==> src/rtl/uart_frame_parser_pkg.sv <==
// Shared constants and FSM state encoding for the UART frame parser.
// Latency: none, declarations only.
// Backpressure: not applicable.
package uart_pkg;

  localparam logic [7:0] SOF_BYTE = 8'hAA;
  localparam logic [7:0] ACK_BYTE = 8'h06;
  localparam logic [7:0] NAK_BYTE = 8'h15;

  typedef enum logic [2:0] {
    IDLE    = 3'd0,
    LEN     = 3'd1,
    PAYLOAD = 3'd2,
    CHK     = 3'd3,
    HOLD    = 3'd4
  } parser_state_t;

endpackage

==> src/rtl/uart_frame_parser_if.sv <==
// Byte-in / frame-out bundle between the UART receive path, the parser and the consumer.
// Latency: none, wiring only. UART_PARSER_ACK_EN adds the ack_byte/ack_start pair.
// Backpressure: none on rx; the consumer holds a frame until frame_ack.
interface uart_frame_parser_if #(
  parameter int MAX_LEN = 16
) ();
  localparam int LW = $clog2(MAX_LEN + 1);

  logic [7:0]    rx_data;
  logic          rx_valid;
  logic          frame_valid;
  logic [LW-1:0] frame_len;
  logic [LW-1:0] rd_addr;
  logic [7:0]    rd_data;
  logic          frame_ack;
  logic          err_chk;
  logic          err_len;
  logic          err_timeout;
  logic          overrun;
  logic          busy;
`ifdef UART_PARSER_ACK_EN
  logic [7:0]    ack_byte;
  logic          ack_start;
`endif

  modport master (
    output rx_data, rx_valid, rd_addr, frame_ack,
    input  frame_valid, frame_len, rd_data, err_chk, err_len, err_timeout, overrun, busy
`ifdef UART_PARSER_ACK_EN
    , input ack_byte, ack_start
`endif
  );

  modport slave (
    input  rx_data, rx_valid, rd_addr, frame_ack,
    output frame_valid, frame_len, rd_data, err_chk, err_len, err_timeout, overrun, busy
`ifdef UART_PARSER_ACK_EN
    , output ack_byte, ack_start
`endif
  );

endinterface

==> src/rtl/uart_frame_parser_buf.sv <==
// Payload register file: MAX_LEN x 8, synchronous write, combinational read, storage not reset.
// Latency: write visible the cycle after we; read is same-cycle.
// Backpressure: none.
module uart_payload_buf #(
  parameter int MAX_LEN = 16,
  parameter int LW      = $clog2(MAX_LEN + 1)
) (
  input  logic          clk,
  input  logic          we,
  input  logic [LW-1:0] waddr,
  input  logic [7:0]    wdata,
  input  logic [LW-1:0] raddr,
  output logic [7:0]    rdata
);
  localparam int AW = (MAX_LEN > 1) ? $clog2(MAX_LEN) : 1;

  logic [7:0] mem [MAX_LEN];

  always_ff @(posedge clk) begin
    if (we && (waddr < LW'(MAX_LEN))) begin
      mem[waddr[AW-1:0]] <= wdata;
    end
  end

  // Addresses past the array return zero rather than indexing out of range.
  assign rdata = (raddr < LW'(MAX_LEN)) ? mem[raddr[AW-1:0]] : 8'h00;

endmodule

==> src/rtl/uart_frame_parser.sv <==
// Assembles SOF/LEN/payload/CHK frames from the rx byte stream and holds verified payloads for random read.
// Latency: frame_valid and error pulses one cycle after the deciding strobe; UART_PARSER_ACK_EN adds ack_byte/ack_start.
// Backpressure: none upstream; bytes arriving while a frame is held are dropped and flagged by overrun.
module uart_frame_parser
  import uart_pkg::*;
#(
  parameter int MAX_LEN        = 16,
  parameter int TIMEOUT_CYCLES = 52080
) (
  input  logic               clk,
  input  logic               rst,
  uart_frame_parser_if.slave bus
);
  localparam int LW = $clog2(MAX_LEN + 1);
  localparam int TW = $clog2(TIMEOUT_CYCLES + 1);
  localparam logic [7:0] MAX_LEN_B = 8'(MAX_LEN);

  parser_state_t state_q, state_d;
  logic [LW-1:0] len_q, len_d;
  logic [LW-1:0] idx_q, idx_d;
  logic [7:0]    chk_q, chk_d;
  logic [TW-1:0] tmo_q, tmo_d;
  logic          err_chk_q, err_chk_d;
  logic          err_len_q, err_len_d;
  logic          err_tmo_q, err_tmo_d;
  logic          overrun_q, overrun_d;
  logic          buf_we;
  logic          in_frame;
  logic          tmo_hit;
  logic [7:0]    buf_rdata;

  always_ff @(posedge clk or negedge rst) begin
    if (!rst) begin
      state_q   <= IDLE;
      len_q     <= '0;
      idx_q     <= '0;
      chk_q     <= '0;
      tmo_q     <= '0;
      err_chk_q <= 1'b0;
      err_len_q <= 1'b0;
      err_tmo_q <= 1'b0;
      overrun_q <= 1'b0;
    end else begin
      state_q   <= state_d;
      len_q     <= len_d;
      idx_q     <= idx_d;
      chk_q     <= chk_d;
      tmo_q     <= tmo_d;
      err_chk_q <= err_chk_d;
      err_len_q <= err_len_d;
      err_tmo_q <= err_tmo_d;
      overrun_q <= overrun_d;
    end
  end

  always_comb begin
    state_d   = state_q;
    len_d     = len_q;
    idx_d     = idx_q;
    chk_d     = chk_q;
    tmo_d     = '0;
    err_chk_d = 1'b0;
    err_len_d = 1'b0;
    err_tmo_d = 1'b0;
    overrun_d = 1'b0;
    buf_we    = 1'b0;
    in_frame  = (state_q == LEN) || (state_q == PAYLOAD) || (state_q == CHK);
    tmo_hit   = (tmo_q == TW'(TIMEOUT_CYCLES - 1));

    if (in_frame && !bus.rx_valid) begin
      tmo_d = tmo_q + TW'(1);
    end

    case (state_q)
      IDLE: begin
        if (bus.rx_valid && (bus.rx_data == SOF_BYTE)) begin
          state_d = LEN;
        end
      end
      LEN: begin
        if (bus.rx_valid) begin
          if ((bus.rx_data == 8'h00) || (bus.rx_data > MAX_LEN_B)) begin
            err_len_d = 1'b1;
            state_d   = IDLE;
          end else begin
            len_d   = LW'(bus.rx_data);
            chk_d   = bus.rx_data;
            idx_d   = '0;
            state_d = PAYLOAD;
          end
        end
      end
      PAYLOAD: begin
        if (bus.rx_valid) begin
          buf_we = 1'b1;
          chk_d  = chk_q ^ bus.rx_data;
          // idx stops at the last slot so it never walks past MAX_LEN-1.
          if (idx_q == (len_q - LW'(1))) begin
            state_d = CHK;
          end else begin
            idx_d = idx_q + LW'(1);
          end
        end
      end
      CHK: begin
        if (bus.rx_valid) begin
          if (bus.rx_data == chk_q) begin
            state_d = HOLD;
          end else begin
            err_chk_d = 1'b1;
            state_d   = IDLE;
          end
        end
      end
      HOLD: begin
        overrun_d = bus.rx_valid;
        if (bus.frame_ack) begin
          state_d = IDLE;
        end
      end
      default: state_d = IDLE;
    endcase

    // A strobe on the terminal cycle keeps the frame alive.
    if (in_frame && !bus.rx_valid && tmo_hit) begin
      err_tmo_d = 1'b1;
      tmo_d     = '0;
      state_d   = IDLE;
    end
  end

  uart_payload_buf #(
    .MAX_LEN (MAX_LEN),
    .LW      (LW)
  ) u_buf (
    .clk   (clk),
    .we    (buf_we),
    .waddr (idx_q),
    .wdata (bus.rx_data),
    .raddr (bus.rd_addr),
    .rdata (buf_rdata)
  );

  assign bus.frame_valid = (state_q == HOLD);
  assign bus.frame_len   = len_q;
  assign bus.rd_data     = (state_q == HOLD) ? buf_rdata : 8'h00;
  assign bus.err_chk     = err_chk_q;
  assign bus.err_len     = err_len_q;
  assign bus.err_timeout = err_tmo_q;
  assign bus.overrun     = overrun_q;
  assign bus.busy        = (state_q != IDLE);

`ifdef UART_PARSER_ACK_EN
  logic [7:0] ack_byte_q;
  logic       ack_start_q;
  logic       chk_decide;

  assign chk_decide = (state_q == CHK) && bus.rx_valid;

  always_ff @(posedge clk or negedge rst) begin
    if (!rst) begin
      ack_byte_q  <= 8'h00;
      ack_start_q <= 1'b0;
    end else begin
      ack_start_q <= chk_decide;
      if (chk_decide) begin
        ack_byte_q <= (bus.rx_data == chk_q) ? ACK_BYTE : NAK_BYTE;
      end
    end
  end

  assign bus.ack_byte  = ack_byte_q;
  assign bus.ack_start = ack_start_q;
`endif

endmodule
==> src/flat_wrapper.sv <==
// flat-port wrapper written by rule: the top's interface ports become plain ports
module uart_frame_parser_flat import uart_pkg::*;
#(
  parameter int MAX_LEN        = 16,
  parameter int TIMEOUT_CYCLES = 52080
)
  (clk, rst, bus_rx_data, bus_rx_valid, bus_rd_addr, bus_frame_ack, bus_frame_valid, bus_frame_len, bus_rd_data, bus_err_chk, bus_err_len, bus_err_timeout, bus_overrun, bus_busy);
  uart_frame_parser_if #(.MAX_LEN(MAX_LEN)) bus_i ();
  input  logic clk;
  input  logic rst;
  input wire logic [$bits(bus_i.rx_data)-1:0] bus_rx_data;
  input wire logic [$bits(bus_i.rx_valid)-1:0] bus_rx_valid;
  input wire logic [$bits(bus_i.rd_addr)-1:0] bus_rd_addr;
  input wire logic [$bits(bus_i.frame_ack)-1:0] bus_frame_ack;
  output wire logic [$bits(bus_i.frame_valid)-1:0] bus_frame_valid;
  output wire logic [$bits(bus_i.frame_len)-1:0] bus_frame_len;
  output wire logic [$bits(bus_i.rd_data)-1:0] bus_rd_data;
  output wire logic [$bits(bus_i.err_chk)-1:0] bus_err_chk;
  output wire logic [$bits(bus_i.err_len)-1:0] bus_err_len;
  output wire logic [$bits(bus_i.err_timeout)-1:0] bus_err_timeout;
  output wire logic [$bits(bus_i.overrun)-1:0] bus_overrun;
  output wire logic [$bits(bus_i.busy)-1:0] bus_busy;
  assign bus_i.rx_data = bus_rx_data;
  assign bus_i.rx_valid = bus_rx_valid;
  assign bus_i.rd_addr = bus_rd_addr;
  assign bus_i.frame_ack = bus_frame_ack;
  assign bus_frame_valid = bus_i.frame_valid;
  assign bus_frame_len = bus_i.frame_len;
  assign bus_rd_data = bus_i.rd_data;
  assign bus_err_chk = bus_i.err_chk;
  assign bus_err_len = bus_i.err_len;
  assign bus_err_timeout = bus_i.err_timeout;
  assign bus_overrun = bus_i.overrun;
  assign bus_busy = bus_i.busy;
  uart_frame_parser #(.MAX_LEN(MAX_LEN), .TIMEOUT_CYCLES(TIMEOUT_CYCLES)) u_core (.clk(clk), .rst(rst), .bus(bus_i));
endmodule
==> config.mk <==
export PLATFORM = sky130hd
export DESIGN_NAME = uart_frame_parser_flat
export DESIGN_NICKNAME = d
export VERILOG_FILES = /design/src/rtl/uart_frame_parser_pkg.sv /design/src/rtl/uart_frame_parser_if.sv /design/src/rtl/uart_frame_parser_buf.sv /design/src/rtl/uart_frame_parser.sv /design/src/flat_wrapper.sv
export SDC_FILE = /design/constraint.sdc
export NUM_CORES = 1
export LEC_CHECK = 0
export BUFFER_PORTS_ARGS = -buffer_cell sky130_fd_sc_hd__buf_2
export CAP_MARGIN = 15
export CORE_ASPECT_RATIO = 0.75
export CORE_MARGIN = 10
export CORE_UTILIZATION = 40
export DETAILED_ROUTE_END_ITERATION = 10
export PLACE_DENSITY_LB_ADDON = 0.08
export SLEW_MARGIN = 10
export SYNTH_ARGS = -nofsm -noshare
export SYNTH_HDL_FRONTEND = slang
export SYNTH_SLANG_ARGS = --single-unit
==> constraint.sdc <==
create_clock -name clk -period 5.85 [get_ports clk]
set_input_delay 0.2925 -clock clk [delete_from_list [all_inputs] [get_ports clk]]
set_output_delay 0.2925 -clock clk [all_outputs]
set_load 0.02 [all_outputs]
==> results of run 1 <==
==> report_power, final <==
part | switching [mW] | leakage, nW | internal, mW
Sequential | 0.0792 | 1.71 | 1.34
Clock | 0.481 | 0.274 | 0.636
Combinational | 0.238 | 0.866 | 0.155
Total | 0.798 | 2.85 | 2.13
==> cell type report <==
type,count,area [sq um]
tap,242,303
sequential,169,4870
clock inverter,15,164
timing repair buffer,36,185
fill,1582,9500
inverter,6,22.5
multi-input combinational,268,2290
clock buffer,17,425
==> registers in the layout, summed over array words and instances (netlist names) <==
| signal | flops |
|---|---|
| u_core.bus.frame_len | 5 |
| u_core.bus.err_chk | 1 |
| u_core.state_q | 3 |
| u_core.bus.err_len | 1 |
| u_core.bus.err_timeout | 1 |
| u_core.idx_q | 5 |
| u_core.tmo_q | 16 |
| u_core.chk_q | 8 |
| u_core.u_buf.mem | 128 |
| u_core.bus.overrun | 1 |
==> worst max-delay path, cell delays in order (launching register included) <==
cell     delay [ns]
dfrtp_1        0.54
nor3b_1        0.55
and2_1         0.68
nand3_1        0.30
nor2_1         0.69
==> kinds of logic after synthesis <==
group,synth area share
AND/OR/NAND/NOR,0.0972
flip-flops,0.667
AO/OA/AOI/OAI,0.0562
multiplexers,0.116
buffers and inverters,0.0188
adder cells (fa/ha/maj),0.0103
XOR/XNOR,0.0348
==> metrics by stage <==
stage                     total power [mW]  utilization  cells  instance area, sq um  setup slack (ns)
after floorplan                       1.72            -    467                  7300              3.69
after global placement                1.84        0.432    721                  7670              2.84
after detailed placement              1.84        0.432    721                  7670              2.70
after CTS                             2.96        0.465    753                  8260              2.68
after global routing                  3.05        0.465    753                  8260              2.47
final                                 2.93        0.465    753                  8260              2.72
==> worst max path at each step <==
| stage | start | end | cells after the start |
|---|---|---|---|
| 3_3_place_gp | u_core.state_q[2] | u_core.u_buf.mem[13][7] | 4 |
| 3_5_place_dp | u_core.state_q[2] | u_core.u_buf.mem[13][1] | 4 |
| 4_1_cts | u_core.state_q[2] | u_core.u_buf.mem[13][5] | 4 |
| 5_1_grt | u_core.state_q[2] | u_core.u_buf.mem[13][5] | 4 |
| 2_1_floorplan | bus_rd_addr[1] | bus_rd_data[5] | 5 |
| 6_report | u_core.state_q[2] | u_core.u_buf.mem[13][5] | 4 |
==> Yosys cell counts, types with 2 or more instances <==
cell / n / area [sq um]
or4_1: 2 / 15.0
inv_1: 5 / 18.8
nor4_2: 2 / 25.0
mux4_2: 32 / 721
xnor2_1: 22 / 193
nor3_1: 7 / 35.0
nor4_1: 4 / 25.0
nand3_1: 6 / 30.0
clkbuf_1: 9 / 33.8
buf_4: 4 / 30.0
nor2_1: 49 / 184
a21oi_1: 15 / 75.1
nand2_1: 15 / 56.3
nor2b_1: 8 / 50.1
nor3b_1: 2 / 15.0
dfrtp_1: 41 / 1030
ha_1: 6 / 75.1
or3_1: 2 / 12.5
or2_1: 2 / 12.5
and2_1: 2 / 12.5
xor2_1: 7 / 61.3
buf_1: 3 / 11.3
nand2b_1: 8 / 50.1
buf_2: 8 / 40.0
mux2i_1: 8 / 80.1
and3_1: 7 / 43.8
a311oi_1: 8 / 70.1
mux2_1: 4 / 45.0
nand3b_1: 3 / 22.5
a211oi_1: 16 / 120
nand4_1: 8 / 50.1
edfxtp_1: 128 / 3840
==> per-layer routing <==
layer | up-vias | track usage | routed length, microns
met5 | - | 0 | 0
met3 | 8 | 0.0383 | 745
met4 | 0 | 0.0357 | 92
met2 | 82 | 0.204 | 7300
li1 | 1879 | - | -
met1 | 2059 | 0.199 | 8070
==> impl_metrics.toml, run 1 <==
[run_status]
status = "finished clean"

[setup_path]
cp_data_arrival_time_ns = 3.19
path_max_fanout = 18
ff2ff_setup_slack_ns = 2.72
regToRegStartpoint = "u_core.state_q[2]"
crit_path_end_kind = "flop"
worstSetupPathType = "flop to flop"
ff2ff_path_depth = 4
start_kind = "flop"
rr_endpoint = "u_core.u_buf.mem[13][5]"
worstPathRequired_ns = 5.90

[clocking]
cts_tree = "yes"
cts_setup_buffers = 0
cts_buffers = 17
cts_resized = 0
cts-hold-fix-buffers = 0
htreeDepth = 4
cts.clk_slew.worst_paths_ns = 0.07
clk_latency_ns = 0.43
cts_sinks = 169
cts_buffer_depth = 2
cts-root-buf = "clkbuf_16"

[synth]
synth_edf_count = 128
postSynthAreaPerCell_sq_um = 15.6
ys_warn_count = 0
async_reset_ff_frac = 0.243
synth-seq-cells = 169
postSynthCellCount = 467
yosysSeqAreaShare = 0.667
syn-cell-area_sq_um = 7300
synth.distinct_cells = 56
ys.flop_type = "edfxtp_1"
syn-num-nets = 490

[timing]
fin_crit_ns = 3.13
setup_viol = 0
rsz0062_at_grt = "no"
hold_viol = 0
report.final.slew_viol_count = 0
fin_skew_ns = 0.0134
period_share = 0.536
setup_tns_ns = 0
tightest_slew_ns = 0.970
hold_ws_ns = 0.0188
fmax_mhz = 319
slew_headroom = 0.354

[placed_design]
dp_hpwl_mm = 10.5
place_congestion = 0.769
io_buffers = 35

[route]
ant_nets = 0
drt_wl_total_mm = 16.2
viasPerCell = 5.35
wl_per_cell_microns = 21.5
drt_iter0_markers = 263
drc = 0
num_vias = 4028
firstDrtPassIters = 5

[die]
die_width_microns = 176
initial_core_util = 0.411
ios = 36
rows = 42
die-area_sq_um = 24100
coreArea_sq_um = 17800
die_h_microns = 137

[global_routing]
grt_pass1_vias = 4046
grtUsageTotal = 0.139
overflow = 0
antenna_found_initial = 0
grt_max_degree = 42
grt_first_pass_wirelength_mm = 24.8

[final_layout]
mostFrequentLayoutCell = "edfxtp_1"
nNetsFinal = 521
num_antenna_cells = 0
final_cell_mix = "128 x edfxtp_1, 49 x nor2_1, 41 x dfrtp_1"
drive_gt1_frac = 0.207
area_delta_synth_final_pct = 13.2

[worst_hold_path]
min_path_type = "input port to async pin"

[power_and_ir_drop]
p_leak_nw = 2.85
ir_drop_mv = 0.220
p_per_area_nw_per_um2 = 354

[job]
maxCapViolCount = 0
Note: power is estimated with default switching activity, not from simulation.
==> run 2, diff against run 1 <==
- clock period: 5.85 -> 2.63 ns (I/O delays scaled with it)
==> impl_metrics.toml, run 2 (synthesized netlist as in run 1, its figures left out) <==
[run_status]
status = "finished clean"

[final_layout]
area_delta_synth_final_pct = 16.0
drive_gt1_frac = 0.249
multi_input_area_sq_um = 2290
final_cell_mix = "128 x edfxtp_1, 49 x nor2_1, 41 x dfrtp_1"
fin_area_sq_um = 8470
fin_cells = 784
largest_register_ffs = 128
mostFrequentLayoutCell = "edfxtp_1"
register_area_sq_um = 4870
num_antenna_cells = 0
fin_util = 0.477
nNetsFinal = 552
fill_cells = 1564

[setup_path]
start_kind = "flop"
max_stage_delay_ns = 0.49
crit_chain = "nor2_1 -> and2_1 -> nand2b_1 -> a211oi_1 -> buf_2"
worstPathRequired_ns = 2.50
path_delay_family = "simple AND/OR/NAND/NOR gates"
slowest_stage = "dfrtp_1"
crit_path_end_kind = "output pin"
cp_data_arrival_time_ns = 2.34
worstSetupPathType = "flop to output pin"
path_max_fanout = 12
path_buf_inv = 1

[die]
ios = 36
rows = 42
die_h_microns = 137
die-area_sq_um = 24100
coreArea_sq_um = 17800
die_width_microns = 176
initial_core_util = 0.411

[global_routing]
grt_max_degree = 42
grt_first_pass_wirelength_mm = 25.6
grt_pass1_vias = 4264
antenna_found_initial = 0
grtUsageTotal = 0.144
overflow = 0

[route]
ant_nets = 0
drc = 0
num_vias = 4217
drt_iter0_markers = 384
wl_per_cell_microns = 21.1
firstDrtPassIters = 4
drt_wl_total_mm = 16.6
viasPerCell = 5.38

[clocking]
cts-root-buf = "clkbuf_16"
cts_buffers = 17
cts_buffer_depth = 2
cts.clk_slew.worst_paths_ns = 0.07
clk_latency_ns = 0.43
cts_resized = 0
cts_tree = "yes"
htreeDepth = 4
cts-hold-fix-buffers = 1
cts_setup_buffers = 0
cts_sinks = 169

[timing]
hold_ws_ns = 0.0438
slew_headroom = 0.344
setup_ws_ns = 0.154
setup_viol = 0
fin_skew_ns = 0.0132
fin_crit_ns = 2.48
hold_viol = 0
period_share = 0.941
fmax_mhz = 404
rsz0062_at_grt = "no"
setup_tns_ns = 0
tightest_slew_ns = 0.983
report.final.slew_viol_count = 0

[job]
maxCapViolCount = 0

[placed_design]
io_buffers = 35
placed_cells = 751
dp_hpwl_mm = 11.1
pre_cts_slack_ns = 0.465
place_congestion = 0.786
place_area_sq_um = 7910

[power_and_ir_drop]
p_per_area_nw_per_um2 = 748
ir_drop_mv = 0.459
p_leak_nw = 3.00
total_power_mw = 6.33

[worst_hold_path]
min_path_type = "input port to flop"
-- run 2: worst paths after layout --
path	startpoint	endpoint	slack, ns	cells after the start
worst max-delay path	u_core.state_q[0]	bus_rd_data[0]	0.15	5
worst min-delay path	bus_rx_valid	u_core.tmo_q[2]	0.04	2
worst max register to register	u_core.bus.frame_len[0]	u_core.idx_q[0]	0.44	7
worst min register to register	u_core.tmo_q[0]	u_core.tmo_q[0]	0.49	1
max in group asynchronous	rst	u_core.tmo_q[11]	1.61	2
min in group asynchronous	rst	u_core.bus.frame_len[1]	0.41	2
-- run 2: worst reg2reg max path, cell delays in order, from the launching register on --
cell and delay [ns]:
dfrtp_1 0.41, inv_1 0.06, ha_1 0.30, xnor2_1 0.14, a211oi_2 0.18, o311ai_2 0.29
or4b_1 0.57, a31oi_1 0.17
-- run 2: where the power goes --
| group | switching, mW | internal (mW) | leakage, nW |
|---|---|---|---|
| combinational | 0.523 | 0.365 | 1.03 |
| sequential | 0.168 | 2.98 | 1.71 |
| clock | 1.08 | 1.22 | 0.258 |
-- run 2: layout make-up --
type                            count  area share
Timing Repair Buffer               67      0.0508
Clock inverter                     15      0.0143
Inverter                            6     0.00266
Multi-Input combinational cell    268       0.271
Tap cell                          242      0.0358
Clock buffer                       17      0.0502
Sequential cell                   169       0.575
-- run 2: per-layer routing --
metal,part of all wire,vias up,track usage
met5,0,-,0
met1,0.48,2170,0.204
met2,0.46,92,0.215
met4,0.0062,0,0.0380
li1,-,1945,-
met3,0.058,10,0.0380
==> run 3, diff against run 2 <==
- PLACE_DENSITY_LB_ADDON: 0.08 -> 0.15
==> impl_metrics.toml, run 3 (synthesized netlist as in run 1, its figures left out) <==
[global_routing]
grt_util_met2 = 0.203
grtUsageTotal = 0.137
gr-usage-met3 = 0.0399
grt_pass1_vias = 4249
use_met1 = 0.195
overflow = 0
antenna_found_initial = 0
grt_max_degree = 42
busiest_layer = "met2"
grt_first_pass_wirelength_mm = 24.8

[route]
drt_iter0_markers = 382
drt_wl_total_mm = 15.9
firstDrtPassIters = 5
drc = 0
viasPerCell = 5.27
wl_per_cell_microns = 20.3
ant_nets = 0
num_vias = 4130

[setup_path]
crit_path_end_kind = "output pin"
crit_chain = "nor2_2 -> and2_1 -> nand2b_1 -> a211oi_1 -> buf_2"
slowest_stage = "dfrtp_1"
worstSetupPathType = "flop to output pin"
worstPathRequired_ns = 2.50
start_kind = "flop"
max_stage_delay_ns = 0.50
path_max_fanout = 12
cp_data_arrival_time_ns = 2.29

[timing]
slew_headroom = 0.381
hold_ws_ns = 0.0319
fmax_mhz = 413
period_share = 0.920
tightest_slew_ns = 0.928
rsz0062_at_grt = "no"
setup_viol = 0
hold_viol = 0
fin_crit_ns = 2.42
fin_skew_ns = 0.00738
setup_tns_ns = 0
report.final.slew_viol_count = 0
setup_ws_ns = 0.210

[power_and_ir_drop]
ir_drop_mv = 0.411
total_power_mw = 6.57
p_leak_nw = 3.01
p_per_area_nw_per_um2 = 773

[job]
maxCapViolCount = 0

[final_layout]
drive_gt1_frac = 0.249
num_antenna_cells = 0
fin_cells = 784
final_cell_mix = "128 x edfxtp_1, 48 x nor2_1, 41 x dfrtp_1"
area_delta_synth_final_pct = 16.5
nNetsFinal = 552
mostFrequentLayoutCell = "edfxtp_1"
largest_register_ffs = 128

[placed_design]
io_buffers = 35
placed_cells = 751
pre_cts_slack_ns = 0.455
dp_hpwl_mm = 10.8
place_congestion = 0.792

[run_status]
status = "finished clean"

[clocking]
cts_buffer_depth = 2
clk_latency_ns = 0.42
cts.clk_slew.worst_paths_ns = 0.06
cts_sinks = 169
cts-root-buf = "clkbuf_16"
htreeDepth = 4
cts_buffers = 17
cts_tree = "yes"
cts_setup_buffers = 0

[die]
rows = 42
die_h_microns = 137
initial_core_util = 0.411
ios = 36
die_width_microns = 176
die-area_sq_um = 24100
coreArea_sq_um = 17800

[worst_hold_path]
min_path_type = "input port to flop"
run 3: changes by cell type in the layout (fill, tap and decap cells not counted), sizes merged:
cell / before / now
clkinvlp: 3 / 5
clkbuf: 17 / 20
bufinv: 0 / 3
clkinv: 8 / 0
run 3: metal layers:
layer | wire length, microns | vias to the layer above
li1 | - | 1945
met1 | 7720 | 2093
met2 | 7190 | 88
met3 | 950 | 4
met4 | 83 | 0
met5 | 0 | -
run 3: path summary, 6_finish.rpt:
kind,startpoint,slack [ns],cells after the start,to
worst min-delay path,bus_rx_valid,0.03,2,u_core.tmo_q[2]
worst max-delay path,u_core.state_q[0],0.21,5,bus_rd_data[5]
min in group asynchronous,rst,0.39,2,u_core.bus.err_timeout
worst max register to register,u_core.bus.frame_len[0],0.46,7,u_core.idx_q[0]
worst min register to register,u_core.tmo_q[0],0.49,1,u_core.tmo_q[0]
max in group asynchronous,rst,1.65,2,u_core.chk_q[0]
run 3: report_power, final:
group / internal [mW] / total (mW) / switching, mW
clock: 1.51 / 2.54 / 1.03
sequential: 2.98 / 3.16 / 0.178
combinational: 0.365 / 0.880 / 0.515
run 3: layout make-up:
type	count	area, sq um
fill	1583	9250
inverter	6	22.5
multi-input combinational	268	2300
timing repair buffer	67	418
tap	242	303
clock buffer	20	437
sequential	169	4870
clock inverter	12	163
run 3: repair_timing:
action | 4_1_cts | 5_1_grt
gates resized for setup | 0 | 1
hold buffers | 1 | 0
hold endpoints to repair | 41 | 0
setup endpoints to repair | 0 | 2
run 3: through the flow:
stage / utilization / instance area (sq um)
final: 0.479 / 8510
after global routing: 0.479 / 8510
after CTS: 0.479 / 8510
after detailed placement: 0.445 / 7900
after global placement: 0.445 / 7900
after floorplan: - / 7300
run 3: critical path, delay by kind of cell, from the launching register on:
kind / cells / cell delay, ns
DFF: 1 / 0.50
AOI/OAI and AO/OA: 1 / 0.36
and+or+nand+nor: 3 / 0.78
buffers and inverters: 1 / 0.23
